## config.mk

```make
export PLATFORM = sky130hd
export DESIGN_NAME = handshake_shared_arbiter_flat
export DESIGN_NICKNAME = d
export VERILOG_FILES = /design/src/rtl/handshake_shared_arbiter_if.sv /design/src/rtl/handshake_shared_arbiter.sv /design/src/flat_wrapper.sv
export SDC_FILE = /design/constraint.sdc
export NUM_CORES = 1
export LEC_CHECK = 0
export ABC_AREA = 1
export BUFFER_PORTS_ARGS = -buffer_cell sky130_fd_sc_hd__buf_2
export CELL_PAD_IN_SITES_DETAIL_PLACEMENT = 0
export CELL_PAD_IN_SITES_GLOBAL_PLACEMENT = 2
export CORE_MARGIN = 5
export CORE_UTILIZATION = 18
export CTS_BUF_LIST = sky130_fd_sc_hd__clkbuf_4 sky130_fd_sc_hd__clkbuf_8
export CTS_CLUSTER_DIAMETER = 120
export DETAILED_ROUTE_END_ITERATION = 16
export PLACE_DENSITY_LB_ADDON = 0.05
export SETUP_SLACK_MARGIN = 0.02
export SYNTH_ARGS = -nofsm -noshare
export SYNTH_HDL_FRONTEND = slang
export SYNTH_SLANG_ARGS = --single-unit
```

## constraint.sdc

```tcl
create_clock -name clk -period 1.11 [get_ports clk]
set_clock_uncertainty 0.1 [all_clocks]
set_input_delay 0.1665 -clock clk [delete_from_list [all_inputs] [get_ports clk]]
set_output_delay 0.1665 -clock clk [all_outputs]
set_load 0.02 [all_outputs]
```

## src/rtl/handshake_shared_arbiter_if.sv

```systemverilog
// Handshake bundle between N requesters and the shared arbiter: per-requester
// valid/ready/data on the input side and a single valid/ready token on the output side.
interface handshake_shared_arbiter_if #(
  parameter int N_REQ      = 4,
  parameter int DATA_WIDTH = 32,
  parameter int IDX_WIDTH  = 2
);
  logic [N_REQ*DATA_WIDTH-1:0] ins;
  logic [N_REQ-1:0]            ins_valid;
  logic [N_REQ-1:0]            ins_ready;
  logic [DATA_WIDTH-1:0]       outs;
  logic [IDX_WIDTH-1:0]        outs_index;
  logic                        outs_valid;
  logic                        outs_ready;

  modport master (
    output ins, ins_valid, outs_ready,
    input  ins_ready, outs, outs_index, outs_valid
  );

  modport slave (
    input  ins, ins_valid, outs_ready,
    output ins_ready, outs, outs_index, outs_valid
  );
endinterface

```

## src/rtl/handshake_shared_arbiter.sv

```systemverilog
// N-to-1 arbiter feeding a one-entry registered output slot.
// HANDSHAKE_ARB_ROUND_ROBIN_EN selects rotating priority; otherwise lowest index wins.
//
// state | meaning
// EMPTY | output slot holds no token, any granted requester may load
// FULL  | output slot holds a token, reload only while downstream drains
module handshake_shared_arbiter #(
  parameter int N_REQ      = 4,
  parameter int DATA_WIDTH = 32,
  parameter int IDX_WIDTH  = 2
) (
  input  logic                          clk,
  input  logic                          rst,
  handshake_shared_arbiter_if.slave     bus
);

  typedef enum logic {EMPTY, FULL} state_t;

  state_t                state, state_nxt;
  logic                  can_load;
  logic                  found;
  logic                  accept;
  logic [IDX_WIDTH-1:0]  gnt;
  logic [IDX_WIDTH:0]    sum;
  logic [IDX_WIDTH-1:0]  cand;
  logic [DATA_WIDTH-1:0] gnt_data;
  logic [DATA_WIDTH-1:0] outs_q;
  logic [IDX_WIDTH-1:0]  index_q;
  logic [IDX_WIDTH-1:0]  ptr;

`ifdef HANDSHAKE_ARB_ROUND_ROBIN_EN
  always_ff @(posedge clk or negedge rst) begin
    if (!rst) begin
      ptr <= '0;
    end else if (accept) begin
      ptr <= (gnt == IDX_WIDTH'(N_REQ - 1)) ? '0 : gnt + 1'b1;
    end
  end
`else
  assign ptr = '0;
`endif

  // Scan upward from ptr with wrap modulo N_REQ; ptr=0 gives fixed priority.
  always_comb begin
    gnt   = '0;
    found = 1'b0;
    sum   = '0;
    cand  = '0;
    for (int k = 0; k < N_REQ; k++) begin
      sum = {1'b0, ptr} + (IDX_WIDTH+1)'(k);
      if (sum >= (IDX_WIDTH+1)'(N_REQ)) begin
        sum = sum - (IDX_WIDTH+1)'(N_REQ);
      end
      cand = sum[IDX_WIDTH-1:0];
      if (!found && bus.ins_valid[cand]) begin
        found = 1'b1;
        gnt   = cand;
      end
    end
  end

  always_comb begin
    gnt_data = '0;
    for (int i = 0; i < N_REQ; i++) begin
      if (gnt == IDX_WIDTH'(i)) begin
        gnt_data = bus.ins[i*DATA_WIDTH +: DATA_WIDTH];
      end
    end
  end

  assign can_load = (state == EMPTY) || bus.outs_ready;
  // rst gates ready so no requester sees a handshake while the slot is held in reset.
  assign accept   = found && can_load && rst;

  always_comb begin
    state_nxt     = state;
    bus.ins_ready = '0;
    if (accept) begin
      bus.ins_ready = N_REQ'(1) << gnt;
      state_nxt     = FULL;
    end else if (state == FULL && bus.outs_ready) begin
      state_nxt     = EMPTY;
    end
  end

  always_ff @(posedge clk or negedge rst) begin
    if (!rst) begin
      state   <= EMPTY;
      outs_q  <= '0;
      index_q <= '0;
    end else begin
      state <= state_nxt;
      if (accept) begin
        outs_q  <= gnt_data;
        index_q <= gnt;
      end
    end
  end

  assign bus.outs       = outs_q;
  assign bus.outs_index = index_q;
  assign bus.outs_valid = (state == FULL);

endmodule

```

## src/flat_wrapper.sv

```systemverilog
// flat-port wrapper written by rule: the top's interface ports become plain ports
module handshake_shared_arbiter_flat 
#(
  parameter int N_REQ      = 4,
  parameter int DATA_WIDTH = 32,
  parameter int IDX_WIDTH  = 2
)
  (clk, rst, bus_ins, bus_ins_valid, bus_outs_ready, bus_ins_ready, bus_outs, bus_outs_index, bus_outs_valid);
  handshake_shared_arbiter_if #(.N_REQ(N_REQ), .DATA_WIDTH(DATA_WIDTH), .IDX_WIDTH(IDX_WIDTH)) bus_i ();
  input  logic clk;
  input  logic rst;
  input wire logic [$bits(bus_i.ins)-1:0] bus_ins;
  input wire logic [$bits(bus_i.ins_valid)-1:0] bus_ins_valid;
  input wire logic [$bits(bus_i.outs_ready)-1:0] bus_outs_ready;
  output wire logic [$bits(bus_i.ins_ready)-1:0] bus_ins_ready;
  output wire logic [$bits(bus_i.outs)-1:0] bus_outs;
  output wire logic [$bits(bus_i.outs_index)-1:0] bus_outs_index;
  output wire logic [$bits(bus_i.outs_valid)-1:0] bus_outs_valid;
  assign bus_i.ins = bus_ins;
  assign bus_i.ins_valid = bus_ins_valid;
  assign bus_i.outs_ready = bus_outs_ready;
  assign bus_ins_ready = bus_i.ins_ready;
  assign bus_outs = bus_i.outs;
  assign bus_outs_index = bus_i.outs_index;
  assign bus_outs_valid = bus_i.outs_valid;
  handshake_shared_arbiter #(.N_REQ(N_REQ), .DATA_WIDTH(DATA_WIDTH), .IDX_WIDTH(IDX_WIDTH)) u_core (.clk(clk), .rst(rst), .bus(bus_i));
endmodule
```

; ---- After elaboration in Yosys (flattened, before gate mapping)
; Index checks and enable logic that the tools add are counted.
[totals]
elab_cells = 34
ff_bits = 35
out_inout_bits = 39
[op_classes]
shifts = 1
n_reduce_logical = 12
n_eq_ne = 3
muxes = 14
bitwise_logic = 1
[op_table]
columns = op, count
row1 = $mux W32, 4
row2 = $mux W1, 7
row3 = $logic_and A1 B1 Y1, 6
row4 = $eq A2 B2 Y1 const B, 2
row5 = $mux W2, 2
row6 = $mux W4, 1
row7 = $shl A1 B2 Y4 const A, 1
row8 = $logic_not A1 Y1, 3
row9 = $eq A2 B1 Y1 const B, 1
row10 = $logic_not A2 Y1, 1
row11 = $reduce_bool A2 Y1, 1
row12 = $logic_or A1 B1 Y1, 1
row13 = $not A1 Y1, 1

; ---- Logic depth before layout (Yosys ltp)
[depth]
depth_word = 15
ltp_mapped = 9
mapped_depth_nobuf = 8

; ---- Worst setup path before layout
; Ideal clock, no wire load.
[synth_path]
path_kind = register to output
start = register u_core.state (netlist: u_core.bus.outs_valid)
end = output bus_ins_ready[2]
t_arrival_ns = 1.459
n_path_buf = 1
setup_slack_ns = -0.615
stages_incl_launch_ff = 5
t_required_ns = 0.844
path_cell_list = dfrtp_1 > nand2_1 > nand3_2 > buf_6 > nor4_1
[synth_via]
elab_chain_cells = 5
[synth_lines]
columns = item, line_no
row1 = "start, declared", handshake_shared_arbiter.sv:19  ; state_t state, state_nxt;
row2 = "start signal, assigned", handshake_shared_arbiter.sv:92  ; state <= state_nxt;
row3 = $not A1 Y1, handshake_shared_arbiter.sv:71  ; assign can_load = (state == EMPTY) || bus.outs_ready;
row4 = $logic_or A1 B1 Y1, handshake_shared_arbiter.sv:71
row5 = $logic_and A1 B1 Y1 (2 in a row), handshake_shared_arbiter.sv:73  ; assign accept = found && can_load && rst;
row6 = $mux W4, handshake_shared_arbiter.sv:78  ; if (accept) begin
row7 = "end, declared", flat_wrapper.sv:15  ; output wire logic [$bits(bus_i.ins_ready)-1:0] bus_ins_ready;
; Every way passes these cells.

; ---- Worst setup path after layout
; Same ends and word-level chain as after synthesis.

==> results.cfg <==
[run_status]
status = finished, violations left
violations = negative setup slack

[yosys]
synth_top_area_share_pct = 36.8
yosysTopAreaCell = dfrtp_1
syn_nets = 486
ys_ff_latch = 35
syn_area_per_cell_um2 = 6.78
yosysMostFrequentCell = nand2_1
seq_area_frac_synth_pct = 36.8
synth.top_cells.by_area = dfrtp_1 (37%), nand2_1 (22%), nand3_1 (20%)
synth_edf_count = 0
netlist_instances = 351
ys_types = 16
synth.yosys.warnings = 0
syn-cell-area_um2 = 2380
synthArstFlopShare_pct = 100
ys.flop_type = dfrtp_1
synthTopCellsByCount = nand2_1 (138), nand3_1 (97), dfrtp_1 (35)

[clock_network]
clockRootBuffer = clkbuf_8
htree_levels = 2
clk_pin_slew_worst_paths_ns = 0.07
numCtsBuffers = 5
cts_sinks = 35
clkLatencyLatePin_ns = 0.30
cts_buffer_depth = 2
cts_tree = yes

[floorplan]
die_height_um = 125
pin_count = 174
core_area_um2 = 13100
die_x_um = 125
start_util_pct = 18.2
design.die.area_um2 = 15600
rows = 42

[worst_setup_path]
crit_type = reg -> out
cpPeakStageDelay_ns = 0.42
slowest_stage = dfrtp_2
path_cells = nand2_4, nand3_4, nor4_4, buf_4
cp-end-kind = primary output
reg2reg_slack_ns = -0.37
crit_buf_inv = 1
critical_path_required_ns = 0.84
critPathMaxFanout = 6
critical_path_arrival_ns = 1.32
crit_family = flip-flops
crit_path_start_kind = flip-flop

[routing]
drtIter0Drc = 115
dr.pass1.iters = 4
wl_per_cell_um = 16.7
ant_nets = 0
avgViaCountPerCell = 4.40
totalWireLength_um = 12300
num_vias = 3249
drc_errors = 0

[job]
max_cap_viol_count = 0

[placed_design]
numPortBuffers = 173
dpl.hpwl_um = 8860
place_congestion = 0.746

[timing]
fin_tns_setup_ns = -12.96
period_share_pct = 143
fmax_ghz = 0.632
hold_viol_final = 0
slew_headroom_pct = 75.8
slew_violations = 0
setup_viol = 43
min_period_ns = 1.58
rsz0062_at_grt = yes
worst_slack_ns = -0.472
worst_pin_slew_ns = 0.364

[power_and_ir_drop]
vdd_drop_max_v = 0.000530
power.density_nw_per_um2 = 1160
power_uw = 4980
power_leakage_uw = 0.00226

[layout]
n_antenna_cell = 0
nets = 696
drive_gt1_share_pct = 45.7
fillerInstances = 1453
syn_to_final_growth_pct = 80.7

[global_routing]
grt_max_degree = 36
grt_pass1_vias = 3461
antenna_found_initial = 1
grt-ovfl-total = 0
grt_usage_pct = 15.7
grt_pass1_wl_um = 19300

[worst_hold_path]
hold_class = in -> reg
-- logic make-up (layout without fill, tap and decap cells) --
kind of cell / count (synthesis) / count (layout) / synth area share, %
DFF: 35 / 35 / 36.8
buffers and inverters: 38 / 249 / 9.46
AOI/OAI and AO/OA: 1 / 1 / 0.210
and+or+nand+nor: 277 / 277 / 53.5
-- repair_timing --
item / in CTS / in global routing
hold endpoints to repair: 36 / 0
gates cloned: 3 / 0
buffers inserted: 16 / 10
pin swaps: 1 / 4
hold buffers: 2 / 0
setup endpoints to repair: 74 / 109
gates resized for setup: 83 / 7
-- metrics by stage --
step	hold WS, ns	std cells	setup WS [ns]	area (um^2)	util, %
5_1_grt	0.0704	738	-0.538	4300	32.9
6_report	0.0686	738	-0.472	4300	32.9
4_1_cts	0.0460	729	-0.519	4210	32.2
3_3_place_gp	0.286	700	-0.270	3620	27.7
2_1_floorplan	-0.229	351	-0.215	2440	-
3_5_place_dp	0.291	700	-0.304	3620	27.7
-- tightest hold or removal path, stage by stage --
cell	delay [ns]
buf_2	0.07
nand2_1	0.04
nand4_1	0.07
nand2_1	0.04
nand2_1	0.04
-- power breakdown --
group | switching (uW) | leakage (uW) | total (uW) | internal (uW)
clock | 520 | 0.0000549 | 1110 | 592
combinational | 1070 | 0.00177 | 2210 | 1140
sequential | 162 | 0.000435 | 1660 | 1500
total | 1750 | 0.00226 | 4980 | 3230
-- sequential cells by signal, indices dropped and copies added, names as in the netlist --
signal,cells
u_core.bus.outs,32
u_core.bus.outs_valid,1
u_core.bus.outs_index,2
-- cells in the final DEF (no fill, tap or decap), types with 3 or more instances in the layout --
master,count
dfrtp_1,34
inv_2,3
nand2_1,133
nor2_1,3
inv_1,4
clkbuf_8,7
nand4_1,31
nor2_4,4
buf_2,135
nand2_2,5
buf_4,44
nand3_1,97
buf_6,41
buf_12,7
-- cell type report --
| class | count | area [um^2] | share of cell area [%] |
|---|---|---|---|
| timing repair buffer | 233 | 1740 | 40.3 |
| multi-input combinational | 278 | 1330 | 31.0 |
| sequential | 35 | 877 | 20.4 |
| tap | 176 | 220 | 5.12 |
| clock buffer | 8 | 104 | 2.41 |
| inverter | 8 | 32.5 | 0.756 |
-- final timing paths --
kind,startpoint,endpoint,depth (start not counted)
hold / removal,bus_ins[54],u_core.bus.outs[22],5
max in group asynchronous,rst,u_core.bus.outs_valid,3
hold reg to reg,u_core.bus.outs[26],u_core.bus.outs[26],2
setup / recovery,u_core.bus.outs_valid,bus_ins_ready[2],4
setup reg to reg,u_core.bus.outs_valid,u_core.bus.outs[3],7
min in group asynchronous,rst,u_core.bus.outs[0],3
-- metal layers --
metal,wire (um),vias to the layer above,track usage [%],share of wire [%]
met2,6060,110,27.1,49
li1,-,1608,-,-
met3,873,8,5.07,7.1
met1,5250,1523,18.8,43
met4,131,0,4.34,1.1
met5,0,-,0,0
Power figures use the tool's default switching activity.
